File: src/rtl/arch_defs_pkg.sv
// Shared architectural definitions for the program loader: bus widths,
// the frame start marker and the loader FSM state encoding.
package arch_defs_pkg;

    localparam int ADDR_WIDTH = 16;
    localparam int DATA_WIDTH = 8;

    localparam logic [DATA_WIDTH-1:0] LOADER_SYNC_BYTE = 8'hA5;

    typedef enum logic [2:0] {
        L_IDLE   = 3'd0,
        L_ADDR_H = 3'd1,
        L_ADDR_L = 3'd2,
        L_LEN_H  = 3'd3,
        L_LEN_L  = 3'd4,
        L_DATA   = 3'd5,
        L_CSUM   = 3'd6
    } loader_state_t;

endpackage

File: src/rtl/program_loader.sv
// Serial program loader: parses SYNC/ADDR/LEN/DATA/CSUM frames from a byte
// stream, writes the payload into RAM and releases the CPU on a good frame.
module program_loader
    import arch_defs_pkg::*;
#(
    parameter logic [DATA_WIDTH-1:0] SYNC_BYTE     = LOADER_SYNC_BYTE,
    parameter bit                    HOLD_AT_RESET = 1'b1
) (
    input  logic                  clk,
    input  logic                  reset_n,
    input  logic [DATA_WIDTH-1:0] rx_data,
    input  logic                  rx_valid,
    output logic                  rx_ready,
    output logic [ADDR_WIDTH-1:0] mem_addr,
    output logic [DATA_WIDTH-1:0] mem_wdata,
    output logic                  mem_we,
    output logic                  cpu_hold,
    output logic                  busy,
    output logic                  done,
    output logic                  err
);

    loader_state_t         state;
    loader_state_t         next_state;

    logic [ADDR_WIDTH-1:0] ptr;        // next RAM write address
    logic [ADDR_WIDTH-1:0] remaining;  // holds LEN_H in [15:8] until LEN_L arrives
    logic [DATA_WIDTH-1:0] csum;       // running mod-256 sum since ADDR_H

    logic                  accept;
    logic [DATA_WIDTH-1:0] csum_next;
    logic [ADDR_WIDTH-1:0] frame_len;
    logic                  sync_fire;
    logic                  write_fire;
    logic                  good_fire;
    logic                  bad_fire;

    assign accept    = rx_valid && rx_ready;
    assign csum_next = csum + rx_data;
    assign frame_len = {remaining[ADDR_WIDTH-1:DATA_WIDTH], rx_data};
    assign busy      = (state != L_IDLE);

    // State register.
    always_ff @(posedge clk or negedge reset_n) begin
        if (!reset_n) begin
            state <= L_IDLE;
        end else begin
            state <= next_state;
        end
    end

    // Next-state decode and per-byte event strobes.
    always_comb begin
        next_state = state;
        sync_fire  = 1'b0;
        write_fire = 1'b0;
        good_fire  = 1'b0;
        bad_fire   = 1'b0;
        if (accept) begin
            unique case (state)
                L_IDLE: begin
                    if (rx_data == SYNC_BYTE) begin
                        sync_fire  = 1'b1;
                        next_state = L_ADDR_H;
                    end
                end
                L_ADDR_H: next_state = L_ADDR_L;
                L_ADDR_L: next_state = L_LEN_H;
                L_LEN_H:  next_state = L_LEN_L;
                L_LEN_L:  next_state = (frame_len == '0) ? L_CSUM : L_DATA;
                L_DATA: begin
                    write_fire = 1'b1;
                    if (remaining == ADDR_WIDTH'(1)) begin
                        next_state = L_CSUM;
                    end
                end
                L_CSUM: begin
                    good_fire  = (csum_next == '0);
                    bad_fire   = (csum_next != '0);
                    next_state = L_IDLE;
                end
                default: next_state = L_IDLE;
            endcase
        end
    end

    // No backpressure: ready rises on the first clock out of reset and stays.
    always_ff @(posedge clk or negedge reset_n) begin
        if (!reset_n) begin
            rx_ready <= 1'b0;
        end else begin
            rx_ready <= 1'b1;
        end
    end

    // Frame bookkeeping: address pointer, remaining count and checksum.
    always_ff @(posedge clk or negedge reset_n) begin
        if (!reset_n) begin
            ptr       <= '0;
            remaining <= '0;
            csum      <= '0;
        end else if (accept) begin
            if (sync_fire) begin
                csum <= '0;
            end else if (state != L_IDLE) begin
                csum <= csum_next;
            end
            unique case (state)
                L_ADDR_H: ptr[ADDR_WIDTH-1:DATA_WIDTH]       <= rx_data;
                L_ADDR_L: ptr[DATA_WIDTH-1:0]                <= rx_data;
                L_LEN_H:  remaining[ADDR_WIDTH-1:DATA_WIDTH] <= rx_data;
                L_LEN_L:  remaining                          <= frame_len;
                L_DATA: begin
                    ptr       <= ptr + 1'b1;   // natural wrap FFFF -> 0000
                    remaining <= remaining - 1'b1;
                end
                default: ;
            endcase
        end
    end

    // Registered RAM write port and status outputs.
    always_ff @(posedge clk or negedge reset_n) begin
        if (!reset_n) begin
            mem_we    <= 1'b0;
            mem_addr  <= '0;
            mem_wdata <= '0;
            done      <= 1'b0;
            err       <= 1'b0;
            cpu_hold  <= HOLD_AT_RESET;
        end else begin
            mem_we <= write_fire;
            done   <= good_fire;
            if (write_fire) begin
                mem_addr  <= ptr;
                mem_wdata <= rx_data;
            end
            if (sync_fire) begin
                err      <= 1'b0;
                cpu_hold <= 1'b1;
            end else if (good_fire) begin
                cpu_hold <= 1'b0;
            end else if (bad_fire) begin
                err <= 1'b1;
            end
        end
    end

endmodule
File: config.mk
export PLATFORM = sky130hd
export DESIGN_NAME = program_loader
export DESIGN_NICKNAME = d
export VERILOG_FILES = /design/src/rtl/arch_defs_pkg.sv /design/src/rtl/program_loader.sv
export SDC_FILE = /design/constraint.sdc
export NUM_CORES = 1
export LEC_CHECK = 0
export ABC_AREA = 1
export CORE_MARGIN = 1.5
export CORE_UTILIZATION = 62
export DETAILED_ROUTE_END_ITERATION = 16
export GPL_ROUTABILITY_DRIVEN = 0
export PLACE_DENSITY = 0.86
export SLEW_MARGIN = 20
export SYNTH_ARGS = -nofsm -noshare
export SYNTH_HDL_FRONTEND = slang
export SYNTH_SLANG_ARGS = --single-unit
File: constraint.sdc
create_clock -name clk -period 3.4 [get_ports clk]
set_input_delay 0.68 -clock clk [delete_from_list [all_inputs] [get_ports clk]]
set_output_delay 0.68 -clock clk [all_outputs]
set_load 0.03 [all_outputs]
# ---- After elaboration in Yosys (flattened, before gate mapping)
# Index checks and enable logic that the tools add are counted.
dict set report totals {
  register_bits 72
  inputBits 11
  out_inout_bits 30
  word_cells 71
}
dict set report op_classes {
  addsub 3
  n_eq_ne 11
  n_mux 24
  n_reduce_logical 20
}
# operator n
set ops {}
lappend ops {{8-bit one-hot mux with 2 select lines} 4}
lappend ops {{3-bit one-hot mux with 6 select lines} 1}
lappend ops {{16-bit by 1-bit adder with 16-bit output, second input constant} 1}
lappend ops {{16-bit by 1-bit == test with 1-bit output, second input constant} 1}
lappend ops {{16-bit logical NOT} 1}
lappend ops {{8-bit 2-to-1 mux} 2}
lappend ops {{16-bit by 1-bit subtractor with 16-bit output, second input constant} 1}
lappend ops {{1-bit 2-to-1 mux} 14}
lappend ops {{2-bit nonzero test} 7}
lappend ops {{2-bit AND reduction} 6}
lappend ops {{3-bit == test, second input constant} 3}
lappend ops {{8-bit adder} 1}
lappend ops {{8-bit == test, second input constant} 1}
lappend ops {{8-bit logical NOT} 1}
lappend ops {{8-bit nonzero test} 1}
lappend ops {{3-bit by 2-bit == test with 1-bit output, second input constant} 2}
lappend ops {{3-bit 2-to-1 mux} 2}
lappend ops {{2-bit inequality test, second input constant} 3}
lappend ops {{3-bit by 1-bit == test with 1-bit output, second input constant} 1}
lappend ops {{3-bit logical NOT} 1}
lappend ops {{3-bit AND reduction} 1}
lappend ops {{3-bit nonzero test} 1}
lappend ops {{2-bit 2-to-1 mux} 1}
lappend ops {{1-bit logical AND} 1}

# ---- Longest topological paths before layout
# Gate-level depths: netlist of run 1.
dict set report logic_depth {
  word_depth 7
  mapped_depth 12
  ltp_nobuf 12
}

# ---- Worst setup path after synthesis of run 1
# No wires, ideal clock.
dict set report synth_path {
  path_kind {input to register}
  startpoint {input port rx_data[0]}
  endpoint {register err}
  setup_ps 126
  arrival_ps 1936
  required_time_ps 3274
  slack_ps 1338
  path_stages 12
  n_path_buf 0
  path_cell_list {ha_1 -> fa_1 -> nand2_1 -> nand2_1 -> nand3_1 -> nand2_1 -> nand2_1 -> nand2_1 -> nor2_1 -> nand2_1 -> nand2_1 -> o21ai_0}
}
dict set report synth_via {
  elab_chain_len 6
  elab_cells_between_ends 15
  cone_classes {add/sub: 1; eq/ne: 2; mux: 8; reduce/logical: 4}
}
# item line
set synth_lines {}
lappend synth_lines {{start, declared} program_loader.sv:11} ;# input logic [DATA_WIDTH-1:0] rx_data,
lappend synth_lines {{8-bit adder or 8-bit == test (tied branches)} {program_loader.sv:39, program_loader.sv:62}}
lappend synth_lines {{8-bit logical NOT, or another cell as far along} program_loader.sv:78} ;# good_fire = (csum_next == '0);
lappend synth_lines {{1-bit 2-to-1 mux} program_loader.sv:60} ;# unique case (state)
lappend synth_lines {{1-bit 2-to-1 mux} program_loader.sv:59} ;# if (accept) begin
lappend synth_lines {{2-bit inequality test (no line) or 2-bit nonzero test (tied branches)} --}
lappend synth_lines {{2-bit AND reduction (no line)} --}
lappend synth_lines {{end signal, assigned} program_loader.sv:129} ;# err <= 1'b0;
lappend synth_lines {{end signal, assigned} program_loader.sv:139} ;# err <= 1'b0;
lappend synth_lines {{end signal, assigned} program_loader.sv:144} ;# err <= 1'b1;
lappend synth_lines {{end, declared} program_loader.sv:20} ;# output logic err
# Several ways; a longest one is shown, not always the timed one.
# A chain may end at the register's enable or synchronous reset.

# ---- Worst setup path in the final report of run 1
dict set report layout_path {
  startpoint {register state[0]}
  endpoint {output port busy}
}
dict set report layout_via {
  elab_chain_len 1
}
# item line
set layout_lines {}
lappend layout_lines {{start, declared} program_loader.sv:23} ;# loader_state_t state;
lappend layout_lines {{start signal, assigned} program_loader.sv:48} ;# state <= next_state;
lappend layout_lines {{3-bit nonzero test} program_loader.sv:41} ;# assign busy = (state != L_IDLE);
lappend layout_lines {{end, declared} program_loader.sv:18} ;# output logic busy,
# Every way passes these cells.

==> results of run 1 <==
-- logic make-up (layout without fill, tap and decap cells) --
group / count (synthesis) / count (layout) / synth area share, %
and+or+nand+nor: 298 / 298 / 29.7
AOI/OAI and AO/OA: 101 / 101 / 13.2
buffers and inverters: 91 / 135 / 8.57
DFF: 72 / 72 / 43.8
adders and majority gates: 11 / 11 / 3.52
xor gates and xnor gates: 5 / 5 / 1.06
other: 1 / 1 / 0.0911
-- sequential cells by signal, summed over array words and instances, names as in the netlist --
signal / count
done: 1
mem_wdata: 8
state: 3
rx_ready: 1
err: 1
mem_we: 1
cpu_hold: 1
csum: 8
mem_addr: 16
remaining: 16
ptr: 16
-- report_power, final --
group          internal, mW  switching [mW]
registers              1.22           0.323
logic                 0.685            1.20
clock network         0.406           0.335
total                  2.31            1.86
-- worst min-delay path, stage by stage, from the launching register on --
cell and delay, ps:
dfstp_2 370, nand2_1 60, nand2_1 40
-- layer usage --
metal  share of wire (%)  vias to the layer above
li1                    -                     1942
met5                   0                        -
met3                 6.5                       24
met2                  49                      149
met1                  43                     1874
met4                 1.8                        0
-- layout by cell type, fill, tap and decap left out, types with 12 or more instances in the layout --
master / synthesis / routed
nand3_1: 40 / 40
clkdlybuf4s50_1: 0 / 39
nand2_1: 166 / 166
o21ai_1: 12 / 12
inv_1: 73 / 73
nor2_1: 69 / 69
a21oi_1: 21 / 21
o21ai_0: 48 / 48
dfrtp_1: 71 / 71
-- Yosys cell counts (9+ instances only) --
| cell type | n |
|---|---|
| a21oi_1 | 21 |
| a31oi_1 | 10 |
| dfrtp_1 | 71 |
| ha_1 | 10 |
| inv_1 | 73 |
| nand2_1 | 166 |
| nand3_1 | 40 |
| nand4_1 | 9 |
| nor2_1 | 69 |
| o21ai_0 | 48 |
| o21ai_1 | 12 |
-- stage by stage --
stage | setup WS, ps | instances
final | 769 | 700
after global routing | 679 | 700
after CTS | 784 | 700
after detailed placement | 652 | 685
after global placement | 738 | 685
after floorplan | 1340 | 579
-- worst paths after layout --
path | cells past startpoint | to | slack (ps) | start
min in group asynchronous | 2 | mem_addr[15] | 520 | reset_n
hold / removal | 2 | cpu_hold | 470 | cpu_hold
setup reg to reg | 4 | ptr[3] | 1100 | state[0]
hold reg to reg | 2 | cpu_hold | 470 | cpu_hold
setup / recovery | 5 | busy | 770 | state[0]
max in group asynchronous | 2 | remaining[15] | 2260 | reset_n
-- cell type report --
type	count	area, sq um	area share (%)
multi-input cells	416	1960	41.1
flip-flops and latches	72	1800	37.8
repair buffers	42	410	8.60
inverters	78	293	6.13
clock buffers	9	124	2.60
well taps	77	96.3	2.02
clock inverters	6	85.1	1.78
==> flow_summary.yaml, run 1 <==
timing:
  grt_setup_unrepaired: "no"
  setup_viol: 0
  post-route-min-period_ps: 2630
  skew_ps: 8.90
  timing.fmax_mhz: 380
  finalCritPeriodShare_pct: 77.4
  fin_tns_setup_ps: 0
  whs_ps: 471
  slew_headroom_pct: 39.1
  drv_slew: 0
  worst_pin_slew_ps: 914
  final_hold_viol_count: 0
critical_path:
  slowest_stage: "clkdlybuf4s50_1"
  worstPathRequired_ps: 2720
  critPathKind: "register to output pin"
  startpoint_type: "register"
  path_max_fanout: 7
  end_kind: "output pin"
  critPathBufInv: 3
  critPathTopFamily: "buffers and inverters"
  crit_chain: "nor2_1, inv_1, nor2_1, inv_1, clkdlybuf4s50_1"
  arrival_ps: 1950
  cpPeakStageDelay_ps: 600
drt:
  dr.pass1.iters: 5
  route.detailed.wl_per_inst_um: 14.5
  vias: 3989
  drt_drc_violations_left: 0
  ant_nets: 0
  drt-initial-drc-count: 275
  routed_wl_um: 10100
  via_per_inst: 5.70
synth:
  synth.distinct_cells: 33
  yosys.area.top_type: "dfrtp_1"
  synth_warnings: 0
  netlist_area_sq_mm: 0.00412
  synth_seq_cells: 72
  async_reset_ff_share_pct: 100
  syn_nets: 601
  synth_cells: 579
  synth_edf_count: 0
  yosysSeqAreaShare_pct: 43.8
  synth_top_area_share_pct: 43.1
  synthFlopType: "dfrtp_1"
  synthTopCellsByArea: "dfrtp_1 43%, nand2_1 15%, inv_1 6.7%, nor2_1 6.3%, o21ai_0 5.8%"
  syn_avg_cell_area_sq_um: 7.11
status:
  status: "finished clean"
global_route:
  grt_pass1_wl_um: 16800
  grt_util_met1_pct: 38.4
  top_usage_layer: "met2"
  use_met3_pct: 6.00
  grt.overflow.total: 0
  antenna_found_initial: 0
  met2_usage_pct: 50.6
  grt_max_degree: 73
  globalRouteTotalUtil_pct: 29.7
  grt_pass1_vias: 3684
pwr:
  leakage_nw: 2.37
  power_mw: 4.17
  vdd_ir_drop_max_mv: 0.534
  powerDensity_mw_per_mm2: 873
clock_network:
  htreeDepth: 3
  cts.sinks: 72
  cts_root_buffer: "clkbuf_8"
  hold_buffers: 0
  post_cts_buffers: 0
  clkTransAtPathRegs_ps: 80
  cts_made_buffers: 9
  post_cts_resized: 0
  clk_path_buf_depth: 2
  cts_tree: "yes"
  clock_latency_ps: 350
final_layout:
  utilization_pct: 74.7
  area_growth_syn_to_layout_pct: 15.9
  layout-drive-gt1-share_pct: 4.65
  post-route-cell-area_sq_mm: 0.00477
  fill_cells: 483
  layout.nets: 641
  antenna_cells: 0
run:
  drv_cap: 0
place:
  dp_hpwl_um: 7100
  postPlaceCellArea_sq_mm: 0.00456
  io_buffer_count: 40
hold_path:
  min_path_type: "register to register"
die:
  die_area_sq_mm: 0.00714
  rows: 29
  die_w_um: 84.5
  die_h_um: 84.5
  pin_count: 41
  core_area_sq_mm: 0.00639
  start_util_pct: 64.5
Note: power is estimated with default switching activity, not from simulation.
==> inputs of run 2 (changes only) <==
Settings changed: CORE_UTILIZATION 62 to 52, PLACE_DENSITY 0.86 to 0.77.
Clock period 3.4 ns to 2.27 ns, I/O delays scaled along.
==> run 2 against run 1 <==
Wire length down 0.43%; critical path depth unchanged; non-clock buffer count up 19; total power up 49%; utilization down 10 points; via count up 0.95%; largest cell class unchanged; design area up 3.6%.
==> flow_summary.yaml, run 2 (same netlist as run 1, synthesis figures left out) <==
place:
  dp_hpwl_um: 7470
  dp_slack_ps: -157
  postPlaceCellArea_sq_mm: 0.00475
  io_buffer_count: 40
  dp_cells: 729
die:
  die_area_sq_mm: 0.00846
  die_h_um: 92.0
  start_util_pct: 53.6
  rows: 32
  core_area_sq_mm: 0.00769
  pin_count: 41
  die_w_um: 92.0
clock_network:
  cts_made_buffers: 9
  hold_buffers: 0
  clkTransAtPathRegs_ps: 80
  post_cts_buffers: 0
  clock_latency_ps: 350
  clk_path_buf_depth: 2
  cts.sinks: 72
  cts_root_buffer: "clkbuf_8"
  post_cts_resized: 1
  cts_tree: "yes"
  htreeDepth: 3
timing:
  fin_ws_ps: 138
  timing.fmax_mhz: 469
  worst_pin_slew_ps: 705
  whs_ps: 77.4
  drv_slew: 0
  final_hold_viol_count: 0
  finalCritPeriodShare_pct: 93.9
  fin_tns_setup_ps: 0
  skew_ps: 8.79
  grt_setup_unrepaired: "no"
  setup_viol: 0
  post-route-min-period_ps: 2130
  slew_headroom_pct: 52.6
drt:
  dr.pass1.iters: 5
  drt_drc_violations_left: 0
  ant_nets: 0
  route.detailed.wl_per_inst_um: 13.6
  vias: 4027
  via_per_inst: 5.41
  routed_wl_um: 10100
  drt-initial-drc-count: 267
final_layout:
  layout-drive-gt1-share_pct: 7.48
  fin_cells: 744
  utilization_pct: 64.3
  reg_top3: "mem_addr: 16 flops, ptr: 16 flops, remaining: 16 flops"
  fill_cells: 701
  area_growth_syn_to_layout_pct: 20.1
  antenna_cells: 0
  post-route-cell-area_sq_mm: 0.00494
  layout.nets: 660
  layout_commonest_cell: "nand2_1"
  final_cell_mix: "166 x nand2_1, 73 x inv_1, 71 x dfrtp_1"
hold_path:
  min_path_type: "input pin to async pin"
critical_path:
  crit_chain: "nor2_1, inv_1, nor2_1, inv_1, dlygate4sd2_1"
  startpoint_type: "register"
  critPathTopFamily: "buffers and inverters"
  path_max_fanout: 7
  end_kind: "output pin"
  worstPathRequired_ps: 1820
  critPathKind: "register to output pin"
  critPathBufInv: 3
  arrival_ps: 1680
  cpPeakStageDelay_ps: 460
  slowest_stage: "dfrtp_1"
pwr:
  powerDensity_mw_per_mm2: 1250
  leakage_nw: 2.45
  power_mw: 6.20
  vdd_ir_drop_max_mv: 0.623
global_route:
  grt.overflow.total: 0
  antenna_found_initial: 0
  globalRouteTotalUtil_pct: 25.3
  grt_pass1_vias: 3813
  grt_max_degree: 47
  grt_pass1_wl_um: 17100
run:
  drv_cap: 0
status:
  status: "finished clean"
## run 2: changes by cell type in the layout (fill, tap and decap cells not counted)
cell / previous run / this run
clkinv_4: 0 / 1
clkinvlp_4: 2 / 3
dlygate4sd2_1: 0 / 1
buf_4: 2 / 20
buf_12: 0 / 1
clkinv_2: 2 / 0
inv_6: 0 / 1
bufinv_16: 2 / 1
clkdlybuf4s50_1: 39 / 38
## run 2: per-layer routing
layer / share of wire [%] / wire (um) / global-route usage [%] / up-vias
met5: 0 / 0 / 0 / -
met3: 4.1 / 413 / 3.57 / 25
met4: 3.4 / 342 / 13.6 / 0
met2: 47 / 4770 / 40.5 / 136
met1: 45 / 4570 / 33.2 / 1882
li1: - / - / - / 1984
## run 2: path summary, 6_finish.rpt
kind	depth (start not counted)	endpoint	from	slack, ps
setup / recovery	5	busy	state[0]	140
hold / removal	1	ptr[15]	reset_n	80
setup reg to reg	12	err	csum[0]	370
hold reg to reg	2	mem_addr[1]	mem_addr[1]	480
max in group asynchronous	2	remaining[13]	reset_n	1570
min in group clk	2	mem_addr[1]	mem_addr[1]	480
## run 2: layout make-up
| class | count | area, sq um | area share (%) |
|---|---|---|---|
| Multi-Input combinational cell | 416 | 1960 | 39.7 |
| Sequential cell | 72 | 1800 | 36.5 |
| Timing Repair Buffer | 61 | 564 | 11.4 |
| Inverter | 78 | 293 | 5.92 |
| Tap cell | 102 | 128 | 2.58 |
| Clock buffer | 9 | 124 | 2.51 |
| Clock inverter | 6 | 70.1 | 1.42 |
## run 2: report_power, final
part / internal, mW / switching (mW) / total [mW]
registers: 1.82 / 0.476 / 2.30
clock network: 0.507 / 0.522 / 1.03
logic: 1.09 / 1.79 / 2.88
total: 3.42 / 2.79 / 6.20
==> patch 1, RTL diff (flow settings as in run 2) <==
Make the reset (`reset_n`) synchronous in 4 clocked blocks.
--- a/src/rtl/program_loader.sv
+++ b/src/rtl/program_loader.sv
@@ -41,7 +41,7 @@
     assign busy      = (state != L_IDLE);
 
     // State register.
-    always_ff @(posedge clk or negedge reset_n) begin
+    always_ff @(posedge clk) begin
         if (!reset_n) begin
             state <= L_IDLE;
         end else begin
@@ -85,7 +85,7 @@
     end
 
     // No backpressure: ready rises on the first clock out of reset and stays.
-    always_ff @(posedge clk or negedge reset_n) begin
+    always_ff @(posedge clk) begin
         if (!reset_n) begin
             rx_ready <= 1'b0;
         end else begin
@@ -94,7 +94,7 @@
     end
 
     // Frame bookkeeping: address pointer, remaining count and checksum.
-    always_ff @(posedge clk or negedge reset_n) begin
+    always_ff @(posedge clk) begin
         if (!reset_n) begin
             ptr       <= '0;
             remaining <= '0;
@@ -120,7 +120,7 @@
     end
 
     // Registered RAM write port and status outputs.
-    always_ff @(posedge clk or negedge reset_n) begin
+    always_ff @(posedge clk) begin
         if (!reset_n) begin
             mem_we    <= 1'b0;
             mem_addr  <= '0;
Behaviour: differs if reset_n is asserted again (counterexample within 4 cycles, from zero or initial values and one cycle with reset_n low); with reset_n held inactive, the same outputs for 10 cycles.
==> patch 1 against run 2 <==
  * Critical path depth is 4 higher
  * First-iteration DRC count is 40% higher
  * Largest cell class unchanged
  * Maximum frequency is 0.61% higher
  * Area after synthesis is 3.7% lower
  * Setup slack better by 0.013 ns
  * Synthesized cell count is 1.0% lower
  * Final area is 3.6% lower
  * Wire length is 1.4% lower
  * Sequential cell count stayed put
  * Highest routed layer unchanged
Power is not compared: it rests on default switching activity, and its combinational part moved more than twofold at a synthesized area within 25%.
==> patch 1: results (changes against run 2) <==
[worst_setup_path]
r2r_setup_slack_ns=0.17  ; -0.20 ns
r2r-start=csum[0]
r2r_end=cpu_hold
critical_path.slowest_cell=clkdlybuf4s50_1
worstPathMaxFanout=3  ; -4
slowest_delay_ns=0.50  ; +0.04 ns
ff2ff_path_depth=9  ; -3

[synth]
syn-num-nets=595  ; -1.0%
synth_adder_area_share=0.0366  ; +0.00136
synth-xor-area-share=0.0155  ; +0.00483
ys_seq_area_frac=0.364  ; -0.0743
ys_types=42  ; +27%
ys_top_cells_by_area=dfxtp_1, nand2_1, o21ai_0
async_reset_ff_frac=0  ; -1.00
synth_common_cells=nand2_1, dfxtp_1, o21ai_0
synth_compound_area_frac=0.199  ; +0.0669

[cells_and_area]
layout-drive-gt1-share=0.108  ; +0.0333
top_regs=mem_addr: 16 flops, ptr: 16 flops, remaining: 16 flops
nets=646  ; -2.1%

[routing]
drt_iter0_drc=375  ; +40%
via_count=3975  ; -1.3%
finalWirelength_um=9960  ; -1.4%

[clock_tree]
cts_buffers=9  ; unchanged
clock-root-buffer=clkbuf_8
clock_latency_ns=0.36

[sta]
skew_ns=0.0117  ; +0.00294 ns
relSlewSlack=0.591  ; +0.0651

[place]
dp_hpwl_um=7100  ; -5.0%

[global_routing]
grt_util_all_layers=0.252  ; -0.000957
grt_pass1_wl_um=16800  ; -1.9%
grt_pass1_vias=3738  ; -2.0%
grt_max_degree=25  ; -47%

[status]
status=completed

[hold_path]
hold_class=flop to flop

[power]
switching_power_uw=625

patch 1: changes by cell type in the layout (fill, tap and decap cells not counted), moves of 6 or more:
cell     change
a21oi_1     +21
inv_1        -6
o21ai_1     -10
a31oi_1     +10
dfxtp_1     +71
o21ai_0     +22
nand2_1     -53
dfrtp_1     -71
nand3_1      +8
nor2_1      -21
patch 1: final cells by class:
cell class / count / area [um^2]
Tap cell: 99 / 124
Timing Repair Buffer: 60 / 562
Clock inverter: 6 / 91.3
Inverter: 74 / 284
Clock buffer: 10 / 138
Sequential cell: 72 / 1440
Multi-Input combinational cell: 407 / 2130
Fill cell: 643 / 2560
patch 1: worst max-delay path, delay by kind of cell:
kind,cells,cell delay [ns]
AOI/OAI and AO/OA,1,0.17
and+or+nand+nor,6,0.80
adders and majority gates,1,0.44
buffers and inverters,1,0.50
patch 1: timing repair:
action,4_1_cts,5_1_grt
gates resized for setup,3,1
buffers inserted,0,0
pin swaps,5,0
setup endpoints to repair,1,1
hold buffers,0,0
patch 1: metal layers:
metal | track usage | vias up | wire [um]
li1 | - | 2011 | -
met1 | 0.317 | 1807 | 4470
met2 | 0.421 | 139 | 4710
met3 | 0.0337 | 18 | 535
met4 | 0.130 | 0 | 240
met5 | 0 | - | 0
patch 1: worst max-delay path by stage:
stage / start / to / slack, ns / cells past startpoint
2_1_floorplan: rx_data[0] / cpu_hold / 0.25 / 9
3_3_place_gp: rx_data[0] / cpu_hold / -0.32 / 10
3_5_place_dp: rx_data[0] / cpu_hold / -0.39 / 10
4_1_cts: state[1] / busy / 0.06 / 3
5_1_grt: rx_data[0] / cpu_hold / 0.03 / 10
6_report: rx_data[1] / cpu_hold / 0.15 / 9
patch 1: power by group through the flow:
stage	sequential, mW	combinational [mW]	clock (mW)
2_1_floorplan	1.30	0.0840	0
3_3_place_gp	1.30	0.155	0
3_5_place_dp	1.30	0.157	0
4_1_cts	1.27	0.157	1.18
5_1_grt	1.27	0.175	1.24
6_report	1.27	0.159	1.17
patch 1: metrics by stage:
step	total power, mW	hold WS (ns)	instances	instance area [um^2]	setup WS, ns
floorplan	1.38	0.452	573	3970	0.251
global placement	1.45	0.444	712	4540	-0.319
detailed placement	1.46	0.465	712	4540	-0.390
CTS	2.61	0.486	728	4770	0.0577
global route	2.68	0.516	728	4770	0.0309
finish	2.60	0.486	728	4770	0.151
patch 1: logic make-up after synthesis:
group                    count (synthesis)
flip-flops                              72
XOR/XNOR                                 7
buffers and inverters                   94
AND/OR/NAND/NOR                        245
adder cells (fa/ha/maj)                 11
AO/OA/AOI/OAI                          144
==> patch 2, RTL diff (config.mk and constraints of run 2) <==
Made on the original files. Change the parameter `HOLD_AT_RESET` from 1'b1 to 1'b0.
--- a/src/rtl/program_loader.sv
+++ b/src/rtl/program_loader.sv
@@ -4,7 +4,7 @@
     import arch_defs_pkg::*;
 #(
     parameter logic [DATA_WIDTH-1:0] SYNC_BYTE     = LOADER_SYNC_BYTE,
-    parameter bit                    HOLD_AT_RESET = 1'b1
+    parameter bit                    HOLD_AT_RESET = 1'b0
 ) (
     input  logic                  clk,
     input  logic                  reset_n,
Check against the original RTL: not equivalent (Yosys sat finds a counterexample within 4 cycles, from zero or initial values and one cycle with reset_n low).
==> patch 2 against run 2 <==
  * Setup slack worse by 0.079 ns
  * Count of clock-buffer cells in the layout is the same
  * Wire length is 0.84% higher
  * Area after synthesis barely moved
  * Power increased by 0.39%
  * Utilization up 0.13 points
  * Cell count is 0.27% higher
  * Final area up 0.20%
  * Sequential cell count stayed put
  * Largest cell class unchanged
==> patch 2: results (changes against run 2) <==
[global_routing]
grt_util_all_layers=0.258  ; +0.00543
grt_pass1_wl_um=17300  ; +1.1%
antenna_found_initial=0  ; unchanged
grt_use_met3=0.0489  ; +0.0133
gr-usage-met2=0.427  ; +0.0222
grt.met1_usage=0.325  ; -0.00628
grt_pass1_vias=3849  ; +0.94%

[routing]
route.met3.wl_um=645  ; +56%
top_layer_used=met4
finalWirelength_um=10200  ; +0.84%
met2_length_um=4840  ; +1.4%
via_count=4062  ; +0.87%
remaining_drc_errors=0  ; unchanged
met1Wirelength_um=4350  ; -4.9%
vias_per_cell=5.45  ; +0.60%
drt_iter0_drc=236  ; -12%

[synth]
syn-num-nets=601  ; unchanged
ys_seq_area_frac=0.438  ; about the same
synthMuxAreaShare=0  ; unchanged
ys_types=32  ; -3.0%
ys_top_cells_by_area=dfrtp_1, nand2_1, inv_1
synth-xor-area-share=0.0106  ; about the same
synth_adder_area_share=0.0353  ; about the same
synth_common_cells=nand2_1, inv_1, dfrtp_1
synth_compound_area_frac=0.133  ; about the same

[place]
dp_hpwl_um=7560  ; +1.2%
placed_cells=729  ; unchanged
placed_area_mm2=0.00475  ; about the same
post-place-ws_ns=-0.159  ; -0.00293 ns

[power]
leakage_nw=2.46  ; +0.47%
ir_drop_v=0.000497  ; -20%

[sta]
relSlewSlack=0.599  ; +0.0731
hold_slack_ns=0.479  ; +0.402 ns
period_needed_ns=2.21  ; +0.0795 ns
skew_ns=0.00734  ; -0.00145 ns

[hold_path]
hold_class=flop to flop
whs_path_depth=2

[cells_and_area]
n_antenna_cell=0  ; unchanged
top_regs=mem_addr: 16 flops, ptr: 16 flops, remaining: 16 flops
nFillCells=697  ; -0.57%
nets=661  ; +0.15%
layout-drive-gt1-share=0.0745  ; -0.000232

[worst_setup_path]
endpoint=busy
r2r-start=csum[0]
cp-startpoint=state[0]
r2r_end=cpu_hold
worstPathMaxFanout=7  ; unchanged
r2r_setup_slack_ns=0.36
ff2ff_path_depth=12  ; unchanged
crit_arrival_ns=1.76  ; +0.08 ns

[status]
status=completed

[clock_tree]
clock-root-buffer=clkbuf_8
clk_pin_slew_ns=0.08  ; about the same
h-tree-depth=3  ; unchanged
cts_buffer_depth=2  ; unchanged

patch 2: cell types whose count changed after synthesis:
cell            run 2  this run
dfstp_2             1         0
dfrtp_1            71        72
patch 2: repair_timing:
action,4_1_cts,5_1_grt
setup endpoints to repair,1,0
hold endpoints to repair,7,0
hold buffers,1,0
gates resized for setup,1,0
patch 2: layout make-up:
| cell class | instances | area (um^2) | area share |
|---|---|---|---|
| multi-input combinational | 416 | 1960 | 0.396 |
| inverter | 78 | 293 | 0.0591 |
| tap | 102 | 128 | 0.0258 |
| clock inverter | 7 | 71.3 | 0.0144 |
| sequential | 72 | 1800 | 0.364 |
| clock buffer | 9 | 124 | 0.0250 |
| timing repair buffer | 62 | 574 | 0.116 |
patch 2: worst min-delay path: cells and delay by family, from the launching register on:
family	cells	cell delay, ns
DFF	1	0.35
and+or+nand+nor	2	0.10
patch 2: report_power, final:
part           leakage [nW]  switching, mW  internal (mW)
combinational          1.47           1.80           1.09
clock                0.0916          0.526          0.507
sequential            0.904          0.484           1.82
